[config.mk]
export PLATFORM = sky130hd
export DESIGN_NAME = add_reservation_station
export DESIGN_NICKNAME = d
export VERILOG_FILES = /design/src/rtl/add_reservation_station_pkg.sv /design/src/rtl/add_reservation_station_rs_entry.sv /design/src/rtl/add_reservation_station.sv
export SDC_FILE = /design/constraint.sdc
export NUM_CORES = 1
export LEC_CHECK = 0
export BUFFER_PORTS_ARGS = -buffer_cell sky130_fd_sc_hd__buf_2
export CAP_MARGIN = 15
export CORE_MARGIN = 2
export CORE_UTILIZATION = 25
export DETAILED_ROUTE_END_ITERATION = 10
export HOLD_SLACK_MARGIN = 0.06
export SLEW_MARGIN = 20
export SYNTH_ARGS = -nofsm -noshare
export SYNTH_HDL_FRONTEND = slang
export SYNTH_HIERARCHICAL = 1
export SYNTH_SLANG_ARGS = --single-unit
[constraint.sdc]
create_clock -name clk -period 2.59 [get_ports clk]
set_input_delay 0.3885 -clock clk [delete_from_list [all_inputs] [get_ports clk]]
set_output_delay 0.3885 -clock clk [all_outputs]
set_load 0.005 [all_outputs]
[src/rtl/add_reservation_station_pkg.sv]
// Shared types for the adder reservation station: entry states, widths, tag constants.
// The ADD_RS_OLDEST_FIRST_EN macro (see the top level) switches dispatch to oldest-first.
package add_reservation_station_pkg;

  localparam int DATA_W = 8;
  localparam int TAG_W  = 3;
  localparam logic [TAG_W-1:0] NO_TAG = '0;

  typedef enum logic [1:0] {
    RS_FREE  = 2'd0,
    RS_WAIT  = 2'd1,
    RS_READY = 2'd2,
    RS_EXEC  = 2'd3
  } rs_state_e;

  typedef struct packed {
    rs_state_e         state;
    logic [TAG_W-1:0]  qj;
    logic [TAG_W-1:0]  qk;
    logic [DATA_W-1:0] vj;
    logic [DATA_W-1:0] vk;
  } rs_entry_t;

  // A waiting operand is satisfied by a valid broadcast of its producer tag; tag 0 never matches.
  function automatic logic cdb_hit(input logic [TAG_W-1:0] q, input logic valid,
                                   input logic [TAG_W-1:0] tag);
    return valid && (tag != NO_TAG) && (q == tag);
  endfunction

endpackage

[src/rtl/add_reservation_station_rs_entry.sv]
// One reservation-station entry: FREE/WAIT/READY/EXEC state machine with CDB operand capture
// and issue-cycle bypass.
module add_reservation_station_rs_entry
  import add_reservation_station_pkg::*;
#(
  parameter logic [TAG_W-1:0] MY_TAG = 3'd1
) (
  input  logic              clk,
  input  logic              rst,
  input  logic              alloc,
  input  logic [TAG_W-1:0]  issue_qj,
  input  logic [DATA_W-1:0] issue_vj,
  input  logic [TAG_W-1:0]  issue_qk,
  input  logic [DATA_W-1:0] issue_vk,
  input  logic              cdb_valid,
  input  logic [TAG_W-1:0]  cdb_tag,
  input  logic [DATA_W-1:0] cdb_data,
  input  logic              dispatch,
  output rs_state_e         state,
  output logic [DATA_W-1:0] vj,
  output logic [DATA_W-1:0] vk
);

  rs_entry_t entry_reg, entry_next;

  always_comb begin
    entry_next = entry_reg;
    case (entry_reg.state)
      RS_FREE: begin
        if (alloc) begin
          entry_next.qj = cdb_hit(issue_qj, cdb_valid, cdb_tag) ? NO_TAG : issue_qj;
          entry_next.vj = cdb_hit(issue_qj, cdb_valid, cdb_tag) ? cdb_data : issue_vj;
          entry_next.qk = cdb_hit(issue_qk, cdb_valid, cdb_tag) ? NO_TAG : issue_qk;
          entry_next.vk = cdb_hit(issue_qk, cdb_valid, cdb_tag) ? cdb_data : issue_vk;
          entry_next.state = (entry_next.qj == NO_TAG && entry_next.qk == NO_TAG) ?
                             RS_READY : RS_WAIT;
        end
      end
      RS_WAIT: begin
        if (cdb_hit(entry_reg.qj, cdb_valid, cdb_tag)) begin
          entry_next.qj = NO_TAG;
          entry_next.vj = cdb_data;
        end
        if (cdb_hit(entry_reg.qk, cdb_valid, cdb_tag)) begin
          entry_next.qk = NO_TAG;
          entry_next.vk = cdb_data;
        end
        // Becomes visible to the dispatch selector only from the following cycle.
        if (entry_next.qj == NO_TAG && entry_next.qk == NO_TAG)
          entry_next.state = RS_READY;
      end
      RS_READY: begin
        if (dispatch)
          entry_next.state = RS_EXEC;
      end
      RS_EXEC: begin
        if (cdb_valid && cdb_tag != NO_TAG && cdb_tag == MY_TAG)
          entry_next.state = RS_FREE;
      end
      default: entry_next.state = RS_FREE;
    endcase
  end

  always_ff @(posedge clk) begin
    if (rst)
      entry_reg <= '0;
    else
      entry_reg <= entry_next;
  end

  assign state = entry_reg.state;
  assign vj    = entry_reg.vj;
  assign vk    = entry_reg.vk;

endmodule

[src/rtl/add_reservation_station.sv]
// Adder reservation station: free-slot allocator, dispatch selector and registered adder interface.
// Define ADD_RS_OLDEST_FIRST_EN to dispatch the oldest READY entry instead of the lowest index.
module add_reservation_station
  import add_reservation_station_pkg::*;
#(
  parameter int NUM_RS   = 3,
  parameter int TAG_BASE = 1
) (
  input  logic              clk,
  input  logic              rst,
  input  logic              issue_valid,
  output logic              issue_ready,
  input  logic [TAG_W-1:0]  issue_qj,
  input  logic [DATA_W-1:0] issue_vj,
  input  logic [TAG_W-1:0]  issue_qk,
  input  logic [DATA_W-1:0] issue_vk,
  output logic [TAG_W-1:0]  issue_tag,
  input  logic              cdb_valid,
  input  logic [TAG_W-1:0]  cdb_tag,
  input  logic [DATA_W-1:0] cdb_data,
  input  logic              ADD_Status,
  output logic [DATA_W-1:0] ADD_Operand1,
  output logic [DATA_W-1:0] ADD_Operand2,
  output logic [TAG_W-1:0]  ADD_Tag_ip,
  output logic              dispatch_valid,
  output logic [NUM_RS-1:0] rs_busy
);

  localparam int IDX_W = (NUM_RS > 1) ? $clog2(NUM_RS) : 1;

  rs_state_e         entry_state [NUM_RS];
  logic [DATA_W-1:0] entry_vj    [NUM_RS];
  logic [DATA_W-1:0] entry_vk    [NUM_RS];
  logic [NUM_RS-1:0] free_vec, ready_vec, alloc_vec, dispatch_vec;
  logic [IDX_W-1:0]  alloc_idx, sel_idx;
  logic              alloc_found, sel_found, issue_fire, dispatch_go;

  logic              block_reg;
  logic              dispatch_valid_reg;
  logic [DATA_W-1:0] operand1_reg, operand2_reg;
  logic [TAG_W-1:0]  tag_ip_reg;

  generate
    for (genvar gi = 0; gi < NUM_RS; gi++) begin : g_entry
      assign free_vec[gi]     = (entry_state[gi] == RS_FREE);
      assign ready_vec[gi]    = (entry_state[gi] == RS_READY);
      assign alloc_vec[gi]    = issue_fire && (alloc_idx == IDX_W'(gi));
      assign dispatch_vec[gi] = dispatch_go && (sel_idx == IDX_W'(gi));

      add_reservation_station_rs_entry #(
        .MY_TAG(TAG_W'(TAG_BASE + gi))
      ) u_entry (
        .clk      (clk),
        .rst      (rst),
        .alloc    (alloc_vec[gi]),
        .issue_qj (issue_qj),
        .issue_vj (issue_vj),
        .issue_qk (issue_qk),
        .issue_vk (issue_vk),
        .cdb_valid(cdb_valid),
        .cdb_tag  (cdb_tag),
        .cdb_data (cdb_data),
        .dispatch (dispatch_vec[gi]),
        .state    (entry_state[gi]),
        .vj       (entry_vj[gi]),
        .vk       (entry_vk[gi])
      );
    end
  endgenerate

  // Descending scan so the lowest free index wins.
  always_comb begin
    alloc_found = 1'b0;
    alloc_idx   = '0;
    for (int i = NUM_RS - 1; i >= 0; i--) begin
      if (free_vec[i]) begin
        alloc_found = 1'b1;
        alloc_idx   = IDX_W'(i);
      end
    end
  end

  assign issue_ready = alloc_found;
  assign issue_fire  = issue_valid && alloc_found;
  assign issue_tag   = TAG_W'(TAG_BASE) + TAG_W'(alloc_idx);

`ifdef ADD_RS_OLDEST_FIRST_EN
  logic [1:0] age_reg [NUM_RS];
  logic [1:0] best_age;

  always_ff @(posedge clk) begin
    for (int i = 0; i < NUM_RS; i++) begin
      if (rst)
        age_reg[i] <= '0;
      else if (issue_fire) begin
        if (alloc_vec[i])
          age_reg[i] <= '0;
        else if (age_reg[i] != 2'd3)
          age_reg[i] <= age_reg[i] + 2'd1;
      end
    end
  end

  // Strict comparison keeps the lowest index on equal ages.
  always_comb begin
    sel_found = 1'b0;
    sel_idx   = '0;
    best_age  = '0;
    for (int i = 0; i < NUM_RS; i++) begin
      if (ready_vec[i] && (!sel_found || age_reg[i] > best_age)) begin
        sel_found = 1'b1;
        sel_idx   = IDX_W'(i);
        best_age  = age_reg[i];
      end
    end
  end
`else
  always_comb begin
    sel_found = 1'b0;
    sel_idx   = '0;
    for (int i = NUM_RS - 1; i >= 0; i--) begin
      if (ready_vec[i]) begin
        sel_found = 1'b1;
        sel_idx   = IDX_W'(i);
      end
    end
  end
`endif

  // block_reg holds off dispatch until the adder has gone busy (status 0) after the last one.
  assign dispatch_go = ADD_Status && !block_reg && sel_found;

  always_ff @(posedge clk) begin
    if (rst) begin
      block_reg          <= 1'b0;
      dispatch_valid_reg <= 1'b0;
      operand1_reg       <= '0;
      operand2_reg       <= '0;
      tag_ip_reg         <= '0;
    end else begin
      dispatch_valid_reg <= dispatch_go;
      if (dispatch_go) begin
        operand1_reg <= entry_vj[sel_idx];
        operand2_reg <= entry_vk[sel_idx];
        tag_ip_reg   <= TAG_W'(TAG_BASE) + TAG_W'(sel_idx);
        block_reg    <= 1'b1;
      end else if (!ADD_Status) begin
        block_reg <= 1'b0;
      end
    end
  end

  assign dispatch_valid = dispatch_valid_reg;
  assign ADD_Operand1   = operand1_reg;
  assign ADD_Operand2   = operand2_reg;
  assign ADD_Tag_ip     = tag_ip_reg;
  assign rs_busy        = ~free_vec;

endmodule

# Word level (Yosys, flattened, before mapping)
# Index checks and enable logic that the tools add are counted.
[op_classes] addsub=2 magnitude_cmp=1 n_eq_ne=43 mux=61 bitwise=2 reduce_logical=55
[op_table] cell="$pmux 22 s2" count=3
[op_table] cell="$mux 8" count=12
[op_table] cell="$mux 24" count=3
[op_table] cell="$mux 3" count=14
[op_table] cell="$ne 2x1->1 const B" count=19
[op_table] cell="$bmux 8 s2" count=2
[op_table] cell="$mux 2" count=16
[op_table] cell="$logic_and 1x1->1" count=25
[op_table] cell="$eq 3x3->1" count=8
[op_table] cell="$logic_not 3->1" count=8
[op_table] cell="$pmux 2 s4" count=3
[op_table] cell="$reduce_and 3->1" count=6
[op_table] cell="$eq 2x2->1 const B" count=8
[op_table] cell="$reduce_and 4->1" count=3
[op_table] cell="$eq 2x1->1 const B" count=5
[op_table] cell="$logic_not 2->1" count=5
[op_table] cell="$mux 1" count=8
[op_table] cell="$add 1x2->3 const A" count=2
[op_table] cell="$eq 3x2->1 const B" count=2
[op_table] cell="$reduce_and 2->1" count=3
[op_table] cell="$reduce_bool 2->1" count=3
[op_table] cell="$eq 3x1->1 const B" count=1
[op_table] cell="$ge 3x3->1 const B" count=1
[op_table] cell="$not 2->3" count=1
[op_table] cell="3 further kinds" count=3
[totals] ff_bits=93 out_inout_bits=27 elab_cells=184

# Logic depth before layout (Yosys ltp)
[depth] depth_word=9 depth_mapped=13 mapped_depth_nobuf=11

# Hierarchy
# The synthesis kept the hierarchy.
[by_module_without_submodules] mod="add_reservation_station_rs_entry (g_entry[0].u_entry)" instances=1 cells_each=166 area_per_inst_um2=1566.5 seq_area_each_um2=480.5
[by_module_without_submodules] mod="add_reservation_station_rs_entry (g_entry[1].u_entry)" instances=1 cells_each=166 area_per_inst_um2=1562.7 seq_area_each_um2=480.5
[by_module_without_submodules] mod="add_reservation_station_rs_entry (g_entry[2].u_entry)" instances=1 cells_each=166 area_per_inst_um2=1560.2 seq_area_each_um2=480.5
[by_module_without_submodules] mod="add_reservation_station" instances=1 cells_each=135 area_per_inst_um2=1282.5 seq_area_each_um2=420.4

# Worst setup path after synthesis
# No wires, ideal clock.
[synth_path] path_type="flip-flop to flip-flop" startpoint="reg g_entry[2].u_entry.entry_reg (netlist bit g_entry[2].u_entry/state[1])" endpoint="reg g_entry[2].u_entry.entry_reg (netlist bit g_entry[2].u_entry/state[0])" setup_time_ns=0.071 t_arrival_ns=2.499 t_required_ns=2.519 setup_slack_ns=0.019 path_stages_with_launch=12 path_buffers=1 synth_period_minus_slack_ns=2.571 cell_sequence="dfxtp_1 buf_4 or2_2 or3_1 inv_1 ha_1 and3_1 inv_1 a222oi_1 o221ai_2 or3_1 a21oi_1"
[synth_via] elab_chain_cells=8
[synth_rtl] item="start: declaration" line="add_reservation_station_rs_entry.sv:24" source="rs_entry_t entry_reg, entry_next;"
[synth_rtl] item="start signal: assignment" line="add_reservation_station_rs_entry.sv:68" source="entry_reg <= entry_next;"
[synth_rtl] item="$logic_not 2->1 *" line="add_reservation_station.sv:45" source="assign free_vec[gi] = (entry_state[gi] == RS_FREE);"
[synth_rtl] item="$mux 2 / $mux 1 (equally long branches) (3 in series)" line="add_reservation_station.sv:76" source="if (free_vec[i]) begin"
[synth_rtl] item="$eq 2x2->1 / $logic_and 1x1->1 (equally long branches)" line="add_reservation_station.sv:47, add_reservation_station.sv:84"
[synth_rtl] item="$logic_and 1x1->1 *" line="add_reservation_station.sv:47" source="assign alloc_vec[gi] = issue_fire && (alloc_idx == IDX_W'(gi));"
[synth_rtl] item="named net alloc_vec[2]" line="add_reservation_station.sv:34" source="logic [NUM_RS-1:0] free_vec, ready_vec, alloc_vec, dispatch_vec;"
[synth_rtl] item="$ne 2x1->1 (no line) *"
[synth_rtl] item="$reduce_and 4->1 (no line) *"
# Mark *: on every way through the listed nets, which the timed path passes. The rest lies on a longest branch.
# A chain may end at the register's enable or synchronous reset.

# Worst setup path in the final report
# Same ends and word-level chain as after synthesis.

==> metrics.md <==
| Metric | Value |
|---|---|
| Status | finished clean |
| Hold endpoint | block_reg$_SDFFE_PP0P_ |
| # DRC | 0 |
| Total negative setup slack | 0 ns |
| Worst Hold Class | primary input to register |
| # diodes | 0 |
| Dpl cells | 948 |
| Layout area overhead | 9.62% |
| Ys flop type | dfxtp_1 |
| Worst-path clk slew | roughly 0.060 ns |
| Synth Register Bits | 93 |
| Startpoint types | register |
| Boundary pin count | 65 |
| P_int | ~0.0037 W |
| Crit path DAT | between 2 and 3 ns |
| H-tree Lvls | 3 |
| Syn_area_per_cell | approximately 9.4 µm² |
| Port Buf Inserts | 64 |
| Clock share of power | 22.8% |
| Hold Path Stages | 2 |
| Die Ht | about 160 µm |
| Via count | 4651 |
| CTS buffer count | 9 |
| CTS Root Cell | clkbuf_16 |
| CTS Sinks | 93 |
| GR Util All Layers | roughly an eighth |
| P_sw | roughly 0.0022 W |
| Full die area | between 20000 and 30000 µm² |
| Area occupied by registers | 1860 µm² |
| Crit. End Element | register |
| Worst slew pin tran | slightly below 1 ns |
| Worst reg-to-reg setup slack | 0.17 ns |
| First-pass GRT wire length | 24.8 mm |
| Fillers | 2475 |
| Core ar. | 23500 µm² |
| Max-slew headroom | about 36% |
| Tcrit/Tclk final | 93.4% |
| RSZ-0062 raised after global routing | no |
| Gate power share | around 44% |
| Synth warn | 6 |
| Die width | ~160 µm |
| Hold_buf cts | 0 |
| Drt first pass iters | 5 |
| Post-route minimum period | roughly 2.4 ns |
| Switch share | between 30% and 40% |
| R2r endpoint | g_entry[2].u_entry/state[0]$_SDFFE_PP0P_ |
| EDFF count, synth | 0 |
| Post-route ant nets | 0 |
| Syn nets | 690 |
| R2r worst-path depth | 10 |
| Pin count of the biggest net entering global routing | between 60 and 70 |
| TritonCTS clock tree | done |
| Maxcap violations | 0 |
| Avg WL per Cell | about 17 µm |
| Kind of critical path | register to register |
| Layout cells sized above 1 | a little under a quarter |
| Vias/cell | ~4.8 |
| Gpl congestion | about 0.8 |
| Final Util | around 28% |
| Crit Path Max Fanout | 3 |
| Peak Freq | 0.414 GHz |
| Final Skew | 0.0146 ns |
| Final instance count without filler cells | 966 |
| Grt ovf | 0 |
| Clock latency on the worst-skew pair | between 0.3 and 0.4 ns |
| Area of the multi-input gates | between 3000 and 4000 µm² |
| DR iter-0 viols | 340 |
| Seq/Total Area, Yosys | a little under a third |
| Max Slew Vio Count | 0 |
| Gate Count Post-Synth | 633 |
| Share of flip-flops with an asynchronous set or reset | 0% |
| Cell Area, Synth | 5970 µm² |
| Number of library cell types mapped by synthesis | 50 |
| Sequential share of power | approximately 33% |
| Cell Pwr Density | roughly 900 nW/µm² |
| Nets | about 700 |
| Clock Path Buffers | 2 |
| Pleak | 2.70 nW |
| Max IR drop VDD | 0.364 mV |
| Vias in the first global route | between 4000 and 5000 |
| Post-DP HPWL | around 11 mm |
| Reg-to-Reg Start | g_entry[2].u_entry/state[1]$_SDFFE_PP0P_ |
| Initial antenna violation count | 1 |
| Final setup violation count | 0 |
| Final hold vios | 0 |
| Starting Density | about a quarter |
| HP Start | ADD_Status |
| Routed WL | 16.1 mm |
| CP required | between 2 and 3 ns |
| Row count | 56 |
## stage by stage
| step | setup WS, ns | power (W) | hold slack (ns) | area [µm²] |
|---|---|---|---|---|
| floorplan | 0.0192 | 0.00425 | 0.455 | 5970 |
| global placement | 0.129 | 0.00454 | 0.444 | 6220 |
| detailed placement | 0.0910 | 0.00458 | 0.446 | 6220 |
| CTS | 0.0488 | 0.00595 | 0.333 | 6520 |
| global route | 0.00313 | 0.00636 | 0.337 | 6550 |
| finish | 0.172 | 0.00597 | 0.344 | 6550 |
## power by group through the flow
| stage | sequential (W) | clock, W | combinational (W) |
|---|---|---|---|
| floorplan | 0.00195 | 0 | 0.00229 |
| global placement | 0.00198 | 0 | 0.00256 |
| detailed placement | 0.00198 | 0 | 0.00260 |
| CTS | 0.00195 | 0.00139 | 0.00261 |
| global route | 0.00200 | 0.00144 | 0.00292 |
| finish | 0.00195 | 0.00136 | 0.00265 |
## routing by layer
layer  vias up  GRT usage, %  routed length [µm]
li1       2270             -                   -
met1      2237          16.6                7380
met2       128          21.9                7750
met3        14          2.86                 795
met4         2          2.87                 167
met5         -             0                  13
## cells by family (layout without fill, tap and decap cells)
| logic type | count (synthesis) | in the layout | synth area share [%] |
|---|---|---|---|
| and+or+nand+nor | 161 | 161 | 14.4 |
| adders and majority gates | 19 | 19 | 3.98 |
| DFF | 93 | 93 | 31.2 |
| muxes | 54 | 54 | 9.05 |
| buffers and inverters | 115 | 129 | 13.6 |
| xor gates and xnor gates | 36 | 36 | 5.28 |
| AOI/OAI and AO/OA | 155 | 155 | 22.5 |
## worst max-delay path: stages, from the launching register on
cell and delay [ns]:
dfxtp_1 0.30, or2_2 0.31, or3_4 0.41, inv_2 0.07
ha_1 0.13, and3_1 0.16, inv_1 0.04, a222oi_1 0.28
o221ai_2 0.16, or3_1 0.34, a21oi_1 0.13
## synthesized netlist by cell type (4+ instances only)
cell / number / area, µm²
a211oi_1: 51 / 383
a211oi_2: 13 / 163
a21oi_1: 6 / 30.0
a22oi_1: 18 / 135
a41oi_1: 9 / 78.8
and3_1: 19 / 119
buf_2: 7 / 35.0
buf_4: 63 / 473
buf_6: 18 / 203
clkbuf_1: 7 / 26.3
dfxtp_1: 93 / 1860
ha_1: 19 / 238
inv_1: 19 / 71.3
mux2i_1: 54 / 541
nand2_1: 5 / 18.8
nand2b_4: 4 / 55.1
nor2_1: 80 / 300
nor2b_1: 13 / 81.3
nor3_1: 14 / 70.1
o21ai_0: 11 / 55.1
o21ai_1: 5 / 25.0
o2bb2ai_1: 15 / 131
o41ai_2: 6 / 97.6
or2b_1: 6 / 45.0
or3_1: 4 / 25.0
xnor2_1: 18 / 158
xor2_1: 18 / 158
## worst max path at each step
stage,start,endpoint,slack [ns],cells past startpoint
2_1_floorplan,g_entry[2].u_entry/state[1]$_SDFFE_PP0P_,g_entry[2].u_entry/state[0]$_SDFFE_PP0P_,0.02,11
3_3_place_gp,g_entry[2].u_entry/state[1]$_SDFFE_PP0P_,g_entry[2].u_entry/state[0]$_SDFFE_PP0P_,0.13,10
3_5_place_dp,g_entry[2].u_entry/state[1]$_SDFFE_PP0P_,g_entry[2].u_entry/state[0]$_SDFFE_PP0P_,0.09,10
4_1_cts,g_entry[2].u_entry/state[1]$_SDFFE_PP0P_,g_entry[2].u_entry/state[0]$_SDFFE_PP0P_,0.05,10
5_1_grt,g_entry[2].u_entry/state[1]$_SDFFE_PP0P_,g_entry[2].u_entry/vk[2]$_SDFFE_PP0P_,0.003,10
6_report,g_entry[2].u_entry/state[1]$_SDFFE_PP0P_,g_entry[2].u_entry/state[0]$_SDFFE_PP0P_,0.17,10
## placed cells by master (no fill, tap or decap), types with 15 or more instances in the layout
cell	Yosys	final
a211oi_1	51	51
a22oi_1	18	18
and3_1	19	19
buf_2	7	64
buf_4	63	25
dfxtp_1	93	93
ha_1	19	19
inv_1	19	18
mux2i_1	54	53
nor2_1	80	79
o2bb2ai_1	15	15
xnor2_1	18	18
xor2_1	18	18
## timing repair
| item | in CTS | in global routing |
|---|---|---|
| resized for setup | 0 | 4 |
| setup endpoints to repair | 0 | 21 |
| setup buffers | 0 | 2 |
## final cells by class
| class | count | share of cell area (%) |
|---|---|---|
| repair buffers | 94 | 9.29 |
| flip-flops and latches | 93 | 28.4 |
| clock inverters | 6 | 1.05 |
| well taps | 319 | 6.10 |
| clock buffers | 10 | 3.50 |
| multi-input cells | 425 | 50.5 |
| inverters | 19 | 1.09 |
Note: power is estimated with default switching activity, not from simulation.
